==> src/rtl/samp_stream_framer.sv <==
// Sample-stream packet framer: pulls queued sample bytes in bursts and emits
// SYNC/SEQ/LEN/payload/CRC16 packets one byte at a time on a valid/ready channel.
//
// state  | meaning
// -------+-------------------------------------------------------------
// IDLE   | waiting for enable && avail && count != 0
// SYNC   | presenting SYNC_BYTE
// SEQ    | presenting packet sequence number
// LEN    | presenting latched payload length
// PAY    | passing stream bytes through, one pull per accepted byte
// CRCH   | presenting CRC high byte
// CRCL   | presenting CRC low byte
// GAP    | two dead cycles so the producer's registered avail/count settle
module samp_stream_framer #(
   parameter int          MAX_PAYLOAD = 240,
   parameter logic [7:0]  SYNC_BYTE   = 8'hA5
) (
   input  logic        clk,
   input  logic        rst_n,
   input  logic        enable,
   input  logic [7:0]  samp_stream_data,
   input  logic [9:0]  samp_stream_count,
   input  logic        samp_stream_avail,
   output logic        samp_stream_pull,
   output logic [7:0]  tx_data,
   output logic        tx_valid,
   input  logic        tx_ready,
   output logic        busy,
   output logic [15:0] pkt_count
);

   localparam logic [9:0] MAX_P  = 10'(MAX_PAYLOAD);
   localparam logic [7:0] MAX_P8 = 8'(MAX_PAYLOAD);

   typedef enum logic [2:0] {
      S_IDLE, S_SYNC, S_SEQ, S_LEN, S_PAY, S_CRCH, S_CRCL, S_GAP
   } state_t;

   state_t      state, state_nxt;
   logic [7:0]  seq;
   logic [7:0]  len;
   logic [7:0]  rem;
   logic [15:0] crc;
   logic [15:0] crc_nxt;
   logic        gap_cnt;
   logic        accept;
   logic        start;
   logic [7:0]  len_start;

   // CRC-16/CCITT-FALSE, MSB-first byte update
   function automatic logic [15:0] crc_upd(input logic [15:0] c, input logic [7:0] b);
      logic [15:0] r;
      r = c ^ {b, 8'h00};
      for (int i = 0; i < 8; i++) begin
         r = r[15] ? ({r[14:0], 1'b0} ^ 16'h1021) : {r[14:0], 1'b0};
      end
      return r;
   endfunction

   assign accept           = tx_valid && tx_ready;
   assign start            = enable && samp_stream_avail && (samp_stream_count != 10'd0);
   assign len_start        = (samp_stream_count > MAX_P) ? MAX_P8 : samp_stream_count[7:0];
   assign samp_stream_pull = (state == S_PAY) && tx_ready;
   assign crc_nxt          = crc_upd(crc, tx_data);

   always_comb begin
      tx_data = SYNC_BYTE;
      case (state)
         S_SEQ:   tx_data = seq;
         S_LEN:   tx_data = len;
         S_PAY:   tx_data = samp_stream_data;
         S_CRCH:  tx_data = crc[15:8];
         S_CRCL:  tx_data = crc[7:0];
         default: tx_data = SYNC_BYTE;
      endcase
   end

   always_comb begin
      state_nxt = state;
      case (state)
         S_IDLE: if (start)  state_nxt = S_SYNC;
         S_SYNC: if (accept) state_nxt = S_SEQ;
         S_SEQ:  if (accept) state_nxt = S_LEN;
         S_LEN:  if (accept) state_nxt = S_PAY;
         S_PAY:  if (accept && rem == 8'd1) state_nxt = S_CRCH;
         S_CRCH: if (accept) state_nxt = S_CRCL;
         S_CRCL: if (accept) state_nxt = S_GAP;
         S_GAP:  if (gap_cnt) state_nxt = S_IDLE;
         default: state_nxt = S_IDLE;
      endcase
   end

   always_ff @(posedge clk or negedge rst_n) begin
      if (!rst_n) begin
         state     <= S_IDLE;
         tx_valid  <= 1'b0;
         busy      <= 1'b0;
         seq       <= 8'd0;
         len       <= 8'd0;
         rem       <= 8'd0;
         crc       <= 16'hFFFF;
         gap_cnt   <= 1'b0;
         pkt_count <= 16'd0;
      end else begin
         state    <= state_nxt;
         tx_valid <= state_nxt inside {S_SYNC, S_SEQ, S_LEN, S_PAY, S_CRCH, S_CRCL};
         busy     <= (state_nxt != S_IDLE);
         case (state)
            S_IDLE: if (start) begin
               len <= len_start;
               rem <= len_start;
               crc <= 16'hFFFF;
            end
            S_SEQ, S_LEN: if (accept) crc <= crc_nxt;
            S_PAY: if (accept) begin
               crc <= crc_nxt;
               rem <= rem - 8'd1;
            end
            S_CRCL: if (accept) begin
               seq       <= seq + 8'd1;
               pkt_count <= pkt_count + 16'd1;
               gap_cnt   <= 1'b0;
            end
            S_GAP: gap_cnt <= ~gap_cnt;
            default: ;
         endcase
      end
   end

endmodule

==> config.mk <==
export PLATFORM = sky130hd
export DESIGN_NAME = samp_stream_framer
export DESIGN_NICKNAME = d
export VERILOG_FILES = /design/src/rtl/samp_stream_framer.sv
export SDC_FILE = /design/constraint.sdc
export NUM_CORES = 1
export LEC_CHECK = 0
export BUFFER_PORTS_ARGS = -buffer_cell sky130_fd_sc_hd__buf_2
export CORE_MARGIN = 2
export CORE_UTILIZATION = 35
export DETAILED_ROUTE_END_ITERATION = 10
export PLACE_DENSITY = 0.54
export SYNTH_ARGS = -nofsm -noshare
export SYNTH_HDL_FRONTEND = slang
export SYNTH_SLANG_ARGS = --single-unit
==> constraint.sdc <==
create_clock -name clk -period 2 [get_ports clk]
set_input_delay 0.4 -clock clk [delete_from_list [all_inputs] [get_ports clk]]
set_output_delay 0.4 -clock clk [all_outputs]
set_load 0.1 [all_outputs]
# [Yosys cells after proc, flatten, opt, wreduce, memory -nomap -nowiden]
# Cells that the tools add are included.
[word_totals] regBits=62 in_bits=23 output_inout_bits=27 word_cells=86
[op_classes] n_addsub=3 n_lt_le_gt_ge=1 eq_ne=18 muxes=27 bitwise=10 n_reduce_logical=18
[ops] cell="$mux W13" count=8
[ops] cell="$pmux W8 S5" count=1
[ops] cell="$mux W16" count=2
[ops] cell="$pmux W16 S2" count=1
[ops] cell="$mux W3" count=8
[ops] cell="$mux W8" count=3
[ops] cell="$not A3 Y3" count=8
[ops] cell="$pmux W3 S8" count=1
[ops] cell="$eq A3 B3 Y1 const B" count=7
[ops] cell="$add A16 B1 Y16 const B" count=1
[ops] cell="$pmux W8 S2" count=1
[ops] cell="$xor A16 B16 Y16" count=1
[ops] cell="$eq A3 B2 Y1 const B" count=4
[ops] cell="$gt A10 B8 Y1 const B" count=1
[ops] cell="$reduce_bool A10 Y1" count=1
[ops] cell="$add A8 B1 Y8 const B" count=1
[ops] cell="$eq A8 B1 Y1 const B" count=1
[ops] cell="$sub A8 B1 Y8 const B" count=1
[ops] cell="$eq A3 B1 Y1 const B" count=2
[ops] cell="$ne A2 B2 Y1 const B" count=3
[ops] cell="$reduce_and A2 Y1" count=3
[ops] cell="$reduce_and A3 Y1" count=2
[ops] cell="$reduce_bool A2 Y1" count=3
[ops] cell="$reduce_bool A6 Y1" count=1
[ops] cell="8 further kinds" count=12

# [Depth between registers and ports, before layout]
[depth] ltp_word=21 mapped_depth=9 ltp_nobuf=7

# [Worst setup path after synthesis]
# OpenSTA, ideal clock, no wires.
[synth_path] kind="reg-to-output" from="register state[0]" to="output port tx_data[5]" t_arrival_ps=3296 required_ps=1600 setup_slack_ps=-1696 path_stages_with_launch=6 path_buffers=3 path_cell_list="dfrtp_1 > buf_2 > buf_2 > clkbuf_1 > mux2i_1 > o21ai_0"
[synth_via] elab_chain_len=2 elab_cells_between_ends=6 classes_between="eq/ne (5); mux (1)"
[synth_rtl] element="start, declared" line="39" text="state_t state, state_nxt;"
[synth_rtl] element="start signal, assigned" line="105" text="state <= state_nxt;"
[synth_rtl] element="$eq A3 B3 Y1 / $eq A3 B2 Y1 (equally long branches)" line="68" text="case (state)"
[synth_rtl] element="$pmux W8 S5 (*)" line="68"
[synth_rtl] element="end, declared" line="25" text="output logic [7:0] tx_data,"
# Mark *: on every way between the ends. The rest lies on a longest branch, timed or not.

# [Worst setup path after layout]
[layout_path] from="register state[1]" to="output port tx_data[6]"
# The elaborated chain is that of the path after synthesis.

==> flow_summary.yaml <==
run_status:
  status: "complete, but fails checks"
  violations: "negative setup slack"
logic_synthesis:
  synth_nets: 409
  yosys.area_share.simple_pct: 18.79
  avgSynthCellArea_um2: 9.502
  yosysSeqAreaShare_pct: 43.30
  synth_top_family_by_area: "simple AND/OR/NAND/NOR gates"
  synth_top_area_share_pct: 31.71
  synth-compound-area-share_pct: 18.10
  synth_area_leaders: "dfrtp_1 32%, dfstp_2 12%, xnor2_1 5.8%"
  synthAdderAreaFrac_pct: 1.379
  synth_xor_area_share_pct: 11.34
  synth_cell_types: 59
  syn-instance-count: 382
  synth_ff_type: "dfrtp_1"
  async_flop_share_pct: 100.0
  ys_ff_latch: 62
  synth_area_leader_cell: "dfrtp_1"
  synth_enable_flop_cells: 0
  synth_area_um2: 3630
  yosys-mux-area-fraction_pct: 3.826
  yosys_warnings: 0
run:
  drv_cap: 0
floorplan:
  die_area_um2: 11200
  row_count: 37
  io_pins: 50
  initial_utilization_pct: 35.64
  die_y_um: 105.8
  coreArea_um2: 10180
  die_x_um: 105.8
place:
  place_inst: 598
  dpl_cell_area_um2: 4619
  hpwl_um: 7555
  port_buffers: 49
  gp_congestion: 0.9267
global_route:
  overflow: 0
  grt_usage_pct: 19.17
  grt_max_degree: 63
  grt_pass1_vias: 3200
  grt_pass1_wl_um: 16730
  antenna_found_initial: 0
detailed_routing:
  wl_met1_um: 4926
  wirelength_um: 10410
  wl_met3_um: 450
  first_iter_violations: 193
  wl_per_cell_um: 16.42
  highest_layer: "met4"
  viasPerCell: 5.134
  wl_met2_um: 4833
  final_antenna_net_count: 0
  dr.pass1.iters: 4
  drc: 0
  vias: 3255
sta:
  fin_crit_sh_pct: 114.2
  worst_pin_slew_ns: 0.6420
  slew_violations: 0
  max_freq_mhz: 437.8
  period_needed_ns: 2.284
  relSlewSlack_pct: 57.20
  setup_viol: 21
  rsz0062_at_grt: "true"
  setup_ws_ns: -0.2840
  hold_viol: 0
  skew_ns: 0.008742
  finalSetupTns_ns: -2.813
cts:
  cts_hold_buf: 0
  cts_tree: "built"
  cts.path.max_buffers: 2
  cts_sinks: 62
  cts_root_buf: "clkbuf_8"
  clk_pin_slew_ns: 0.07
  clk_latency_ns: 0.34
  cts.htree.levels: 3
  cts_inserted_buffers: 9
critical_path:
  crit_arrival_ns: 1.88
  critPathRequiredTime_ns: 1.60
  critPathLaunchType: "flip-flop"
  r2r_start: "state[1]"
  r2r_setup_slack_ns: -0.16
  reg2regPathDepth: 8
  endpoint_kind: "primary output"
  r2r-end: "crc[15]"
  crit_path_max_fanout: 8
  path_class: "flip-flop to primary output"
cells_and_area:
  syn2layout_area_growth_pct: 43.85
  fin_cells: 634
  finish.instance_area_um2: 5221
  n_antenna_cell: 0
  layout.nets: 520
  drive_gt1_share_pct: 41.97
min_path:
  hold_path.class: "input pin to async pin"
-- cell usage after synthesis (2+ instances only) --
cell type and n:
mux2_1 5, a22oi_1 7, nor3b_1 4, buf_4 3, o21ai_1 20, or3_1 2, inv_1 4, xor2_1 18
nand3_1 6, and3_1 4, dfrtp_1 46, nor3_1 12, xnor2_1 24, o21ai_0 8, ha_1 4, o22a_1 6
o221ai_1 2, a31oi_1 7, nand2b_1 6, o21a_1 2, nor2b_1 3, nor4_1 3, and4_1 2, a22o_1 4
nand3b_1 4, dfstp_2 16, a21oi_1 27, o32ai_1 2, nand2_1 39, mux2i_1 6, buf_2 8, nand4_1 5
and4b_1 2, clkbuf_1 7, nor2_1 35, o22ai_1 6
-- flip-flops by register name, summed over array words and instances, names as in the netlist --
| name | cells |
|---|---|
| busy | 1 |
| crc | 16 |
| gap_cnt | 1 |
| len | 8 |
| pkt_count | 16 |
| rem | 8 |
| seq | 8 |
| state | 3 |
| tx_valid | 1 |
-- timing repair --
item                                    CTS  global route
pin swaps                                 5            12
gates cloned                              0             0
buffers inserted                          7            13
gates resized for setup                  24            30
endpoints found under the setup margin   30            36
-- cells by family after synthesis --
logic type      count (synthesis)
buf+inv                        24
fa+ha+maj                       4
simple gates                  134
flops                          62
mux                            12
compound gates                102
xor+xnor                       44
-- layer usage --
metal | vias up | global-route usage, %
met2 | 87 | 30.14
met4 | 0 | 7.049
met3 | 17 | 2.783
li1 | 1584 | -
met1 | 1567 | 26.81
met5 | - | 0
-- how the worst max path moves through the flow --
stage / end / slack [ns] / start / cells past startpoint
after CTS: tx_data[1] / -0.27 / state[1] / 6
after floorplan: crc[7] / -0.21 / state[2] / 8
after detailed placement: crc[5] / -0.18 / state[2] / 8
final: tx_data[6] / -0.28 / state[1] / 6
after global routing: tx_data[6] / -0.32 / state[1] / 6
after global placement: crc[2] / -0.15 / state[0] / 5
-- final cells by class --
cell class | count | area [um2]
fill | 973 | 4964
multi-input combinational | 296 | 2297
sequential | 62 | 1583
timing repair buffer | 119 | 970.9
clock buffer | 15 | 176.4
tap | 136 | 170.2
inverter | 5 | 18.77
clock inverter | 1 | 5.005
-- placed cells by master, fill, tap and decap left out, drive strengths merged, types with 2 or more instances in the layout --
cell type  count
mux2           5
a22oi          7
o22a           6
o21ai         28
a31oi          7
nor3          13
xor2          18
mux2i          7
nand4          5
dfrtp         46
a22o           4
o21a           2
dfstp         16
and2           2
nand3          6
nor2b          3
inv            5
and4b          2
a21oi         27
nand2b         6
and4           2
o221ai         2
ha             4
nor2          35
nor4           4
and3           4
buf          119
nand3b         4
o32ai          2
nand2         40
or3            2
clkbuf        15
xnor2         26
o22ai          6
nor3b          4
-- per-stage QoR --
step | setup slack (ns) | util, % | hold WS, ns
5_1_grt | -0.3219 | 51.27 | 0.09160
2_1_floorplan | -0.2066 | - | 0.1044
4_1_cts | -0.2702 | 48.81 | 0.07702
3_5_place_dp | -0.1839 | 45.36 | 0.4447
3_3_place_gp | -0.1458 | 45.36 | 0.4416
6_report | -0.2840 | 51.27 | 0.05737
-- critical path: stages, from the launching register on --
cell,delay (ns)
dfrtp_2,0.47
buf_4,0.16
mux2_4,0.29
a22o_4,0.29
nor2_4,0.11
a21oi_4,0.04
buf_12,0.18
Power is not shown: default switching activity piles up to over one toggle a cycle in this logic, so the estimate is an artifact.
